==> src/rtl/rng_buf.sv <==
// RNG output buffer: repetition-count health test in front of a small FIFO,
// served to the core over a request/valid read port. A tripped test flushes and locks output.
module rng_buf #(
  parameter int DEPTH     = 4,
  parameter int REP_LIMIT = 3
) (
  input  logic                     clk,
  input  logic                     rst_n,
  input  logic [63:0]              rand_num_i,
  input  logic                     rand_num_valid_i,
  input  logic                     rd_req_i,
  input  logic                     clear_i,
  output logic [63:0]              rd_data_o,
  output logic                     rd_valid_o,
  output logic                     empty_o,
  output logic                     full_o,
  output logic [$clog2(DEPTH):0]   count_o,
  output logic                     health_fail_o,
  output logic                     fsm_state
);

  // Handshake: rand_num_valid_i is a push with no backpressure (a word that
  // finds the FIFO full is dropped); rd_req_i is accepted only in a cycle
  // where the FIFO is non-empty, and each accepted request produces exactly
  // one rd_valid_o pulse on the following cycle. Requests to an empty FIFO
  // are not remembered.

  localparam int AW = $clog2(DEPTH);
  localparam int RW = (REP_LIMIT > 2) ? $clog2(REP_LIMIT) : 1;
  localparam logic [RW-1:0] REP_MAX  = RW'(REP_LIMIT - 2);
  localparam logic [AW:0]   FULL_CNT = (AW + 1)'(DEPTH);

  typedef enum logic {
    RUN  = 1'b0,
    FAIL = 1'b1
  } state_t;

  state_t          state_q, state_d;
  logic [63:0]     mem [DEPTH];
  logic [AW-1:0]   wr_ptr, rd_ptr;
  logic [AW:0]     count_q;
  logic [RW-1:0]   rep_cnt;
  logic            hist_v;
  logic [63:0]     last_word;

  logic            running;
  logic            repeat_word;
  logic            trip;
  logic            do_wr;
  logic            do_rd;

  assign running     = (state_q == RUN) && !clear_i;
  assign repeat_word = hist_v && (rand_num_i == last_word);
  // The REP_LIMIT-th identical word in a row: rep_cnt already counts REP_LIMIT-2 repeats.
  assign trip        = running && rand_num_valid_i && repeat_word && (rep_cnt == REP_MAX);
  assign do_wr       = running && rand_num_valid_i && !trip && (count_q != FULL_CNT);
  assign do_rd       = running && rd_req_i && !trip && (count_q != '0);

  always_ff @(posedge clk) begin
    if (!rst_n) state_q <= RUN;
    else        state_q <= state_d;
  end

  always_comb begin
    state_d = state_q;
    case (state_q)
      RUN:     if (trip) state_d = FAIL;
      FAIL:    state_d = FAIL;
      default: state_d = RUN;
    endcase
    if (clear_i) state_d = RUN;
  end

  // Storage array carries no reset; occupancy is tracked by count_q alone.
  always_ff @(posedge clk) begin
    if (do_wr) mem[wr_ptr] <= rand_num_i;
  end

  always_ff @(posedge clk) begin
    if (!rst_n) begin
      wr_ptr     <= '0;
      rd_ptr     <= '0;
      count_q    <= '0;
      rd_data_o  <= '0;
      rd_valid_o <= 1'b0;
    end else begin
      rd_valid_o <= do_rd;
      if (do_rd) begin
        rd_data_o <= mem[rd_ptr];
        rd_ptr    <= rd_ptr + 1'b1;
      end
      if (do_wr) wr_ptr <= wr_ptr + 1'b1;
      case ({do_wr, do_rd})
        2'b10:   count_q <= count_q + 1'b1;
        2'b01:   count_q <= count_q - 1'b1;
        default: count_q <= count_q;
      endcase
      if (trip) begin
        wr_ptr  <= '0;
        rd_ptr  <= '0;
        count_q <= '0;
      end
    end
  end

  always_ff @(posedge clk) begin
    if (!rst_n) begin
      rep_cnt   <= '0;
      hist_v    <= 1'b0;
      last_word <= '0;
    end else if (clear_i) begin
      rep_cnt <= '0;
      hist_v  <= 1'b0;
    end else if (running && rand_num_valid_i && !trip) begin
      rep_cnt   <= repeat_word ? rep_cnt + 1'b1 : '0;
      last_word <= rand_num_i;
      hist_v    <= 1'b1;
    end
  end

  assign count_o       = count_q;
  assign empty_o       = (count_q == '0);
  assign full_o        = (count_q == FULL_CNT);
  assign health_fail_o = (state_q == FAIL);
  assign fsm_state     = state_q;

endmodule
==> config.mk <==
export PLATFORM = sky130hd
export DESIGN_NAME = rng_buf
export DESIGN_NICKNAME = d
export VERILOG_FILES = /design/src/rtl/rng_buf.sv
export SDC_FILE = /design/constraint.sdc
export NUM_CORES = 1
export LEC_CHECK = 0
export CAP_MARGIN = 15
export CELL_PAD_IN_SITES_DETAIL_PLACEMENT = 0
export CELL_PAD_IN_SITES_GLOBAL_PLACEMENT = 1
export CORE_MARGIN = 4
export CORE_UTILIZATION = 48
export CTS_CLUSTER_DIAMETER = 50
export DETAILED_ROUTE_END_ITERATION = 16
export PLACE_DENSITY_LB_ADDON = 0.1
export RECOVER_POWER = 100
export SYNTH_ARGS = -nofsm -noshare
export SYNTH_HDL_FRONTEND = slang
export SYNTH_SLANG_ARGS = --single-unit
==> constraint.sdc <==
create_clock -name clk -period 4.26 [get_ports clk]
set_input_delay 0.639 -clock clk [delete_from_list [all_inputs] [get_ports clk]]
set_output_delay 0.639 -clock clk [all_outputs]
set_load 0.01 [all_outputs]
==> results of run 1 <==
## layout make-up
type	instances	area share, %
timing repair buffer	190	9.19
multi-input combinational	603	23.8
clock inverter	22	1.39
sequential	396	55.8
inverter	23	0.459
clock buffer	58	6.41
tap	435	2.90
## power by group
group          internal, mW  leakage (nW)  switching (mW)
Combinational         0.279          2.17           0.371
Clock                  2.31         0.718            1.49
Sequential             4.22          3.46          0.0722
Total                  6.80          6.35            1.93
## sequential cells by signal, indices dropped and copies added, names as in the netlist
signal      count
hist_v          1
last_word      64
rep_cnt         2
rd_ptr          2
rd_data_o      64
count_o         3
wr_ptr          2
fsm_state       1
mem           256
rd_valid_o      1
## worst max path at each step
stage                               from                    endpoint  cells past startpoint
after floorplan           rand_num_i[32]     count_o[2]$_SDFFE_PP0P_                     16
after global placement     rand_num_i[8]     count_o[2]$_SDFFE_PP0P_                     14
after detailed placement   rand_num_i[8]     count_o[2]$_SDFFE_PP0P_                     14
after CTS                  rand_num_i[8]     count_o[2]$_SDFFE_PP0P_                     14
after global routing      rand_num_i[57]  last_word[56]$_SDFFE_PN0P_                      9
final                      rand_num_i[8]  rd_data_o[27]$_SDFFE_PN0P_                      9
## cell families after synthesis
| logic type | Yosys count |
|---|---|
| muxes | 64 |
| and+or+nand+nor | 336 |
| xor gates and xnor gates | 46 |
| buffers and inverters | 104 |
| DFF | 396 |
| AOI/OAI and AO/OA | 150 |
| adders and majority gates | 7 |
## cell usage in the layout, fill, tap and decap left out, types with 9 or more instances in the layout
cell type,netlist,routed
mux4_2,64,64
edfxtp_1,256,256
nand2_1,132,132
dlygate4sd3_1,0,136
dfxtp_1,140,138
buf_4,1,11
inv_1,23,23
xor2_1,30,30
nand2b_1,14,14
clkbuf_16,0,45
nor2b_1,15,15
clkbuf_1,53,35
nand4_1,69,69
nor4_1,9,9
nand3_1,67,67
o21ai_0,75,116
xnor2_1,16,16
## routing by layer
metal / up-vias / GRT usage [%] / part of all wire, %
met2: 264 / 33.8 / 48
met4: 0 / 5.00 / 1.8
met3: 47 / 3.61 / 5.4
met1: 4727 / 30.0 / 45
met5: - / 0 / 0
li1: 4461 / - / -
## stage by stage
stage	setup slack [ns]	utilization [%]	cell area, µm²	TNS, ns
floorplan	0.627	-	15600	0
global placement	-0.0236	55.5	17700	-0.0236
detailed placement	-0.0196	55.5	17700	-0.0196
CTS	0.515	60.1	19100	0
global route	0.102	59.1	18800	0
finish	0.336	59.1	18800	0
## critical path, stage by stage
cell           delay, ns
dlygate4sd3_1       0.66
nor2b_1             0.18
a2111oi_0           0.52
nand4_1             0.22
or2_0               0.29
or4_2               0.67
clkbuf_4            0.62
nand4_1             0.38
o21ai_0             0.12
==> metrics, run 1 <==
Setup CP Type=primary input to flip-flop; most frequent cell after synthesis=edfxtp_1; Max-Cap Viols=0; unrepaired setup endpoints after global routing=false; Rel. slew slack=between 6 and 7%; Area growth, synth to finish=20.9%; worst min path class=flip-flop to flip-flop; Max Fclk=between 200 and 300 MHz; GRT Residual Overflow=0; top-area cell type share of the netlist area=between 40 and 50%; via count=approximately 9,500; n_diodes=0; Synth Register Bits=between 300 and 400; Reg area=around 10,000 µm²; antenna violations before repair=0; FILL cells=2,594; Post-Route WL=36.9 mm; Synth Area in Compound Gates=between 6 and 7%; CTS sink count=around 400; post-CTS setup buffers=0; P per Cell Area=between 400 and 500 nW/µm²; layout cells sized above 1=~13%; Adder-Cell Fraction of Synth Area=less than 1%; # resized after CTS=0; CP Capture Type=flip-flop; core area=31,800 µm²; Site Rows=65; main combinational cell family by area after synthesis=simple AND/OR/NAND/NOR gates; r2r endpoint=rd_data_o[27]$_SDFFE_PN0P_; EDFF count, synth=around 260; DR WL/cell=21.4 µm; first-pass GRT wire length=~57 mm; period utilisation layout=around 92%; Synth Cell Area=around 16,000 µm²; Slew Viols, Final=0; prevailing post-synth register cell=edfxtp_1; post-synthesis cell count=between 1,000 and 1,500; Commonest cells post-synth=edfxtp_1 (256), dfxtp_1 (140), nand2_1 (132); Worst EP required=around 4.7 ns; drt pass-1 iters=7; r2r setup slk=around 0.83 ns; Root Buffer=clkbuf_16; Die Width=around 190 µm; CTS H-Tree Depth=2; ranking of synthesized cells by area=edfxtp_1 (49%), dfxtp_1 (18%), mux4_2 (9.3%); hold endpoint=rd_data_o[6]$_SDFFE_PN0P_; hold path cells=2; CTS clk-pin slew, worst paths=~0.06 ns; Final Hold Fails=0; Initial Util=slightly below 50%; Max VDD drop=~0.26 mV; DR iter-0 viols=694; Tightest Pin Transition=1.41 ns; LEAKAGE=6.35 nW; total CTS buffers=44; multi-input logic area=around 4500 µm²; min cycle time layout=slightly below 4 ns; Synth area leader=edfxtp_1; Die Span Y=~190 µm; Syn. warnings=0; Yosys cell types=38; CP arrival=about 4.3 ns; Critical Path Start Type=primary input; HP Start=rd_data_o[6]$_SDFFE_PN0P_; Syn Area/Cell=between 10 and 15 µm²; simple-gate share of the synthesized area=between 10% and 20%; cell total after placement=1,647; Power Total=8.74 mW; CTS tree=done; Buffers on Ports=140; insertion delay to the later sink of the worst-skew pair=0.53 ns; DIE AREA=around 35,000 µm²; Post-synth ARST share=0%; Final #Nets=about 1,300; Syn Nets=1,179; RR Startpoint=last_word[55]$_SDFFE_PN0P_; Finish-stage setup viols=0; via-per-instance ratio=about 5.5; Post-Layout Cell Count=around 1,700; gpl congestion=0.811; final antenna-violating net count=0; Setup Skew=between 0.015 and 0.02 ns; Overall Global Routing Usage=20.9%; Synth Area in XOR/XNOR=under 10%; CP Max Fanout=just over 70; outcome=complete, no violations; IO Pins=141; length in cells of the worst reg-to-reg path=9; vias in the first global route=slightly below 10,000; hold-fix buffers at CTS=0; sequential cell area fraction in the yosys report=between 60% and 70%; largest net degree at the start of global routing=between 150 and 200; Max clock buf depth=3; DP HPWL=~22 mm; mux share of post-synthesis cell area=9.27%; # DRC=0; hold slack=0.451 ns
Note: power is estimated with default switching activity, not from simulation.
==> run 2: changes to the inputs <==
--- a/config.mk
+++ b/config.mk
@@ -5,7 +5,6 @@
 export SDC_FILE = /design/constraint.sdc
 export NUM_CORES = 1
 export LEC_CHECK = 0
-export CAP_MARGIN = 15
 export CELL_PAD_IN_SITES_DETAIL_PLACEMENT = 0
 export CELL_PAD_IN_SITES_GLOBAL_PLACEMENT = 1
 export CORE_MARGIN = 4
==> results of run 2 <==
Same layout as run 1: the final DEF is identical, and so are final timing and power.
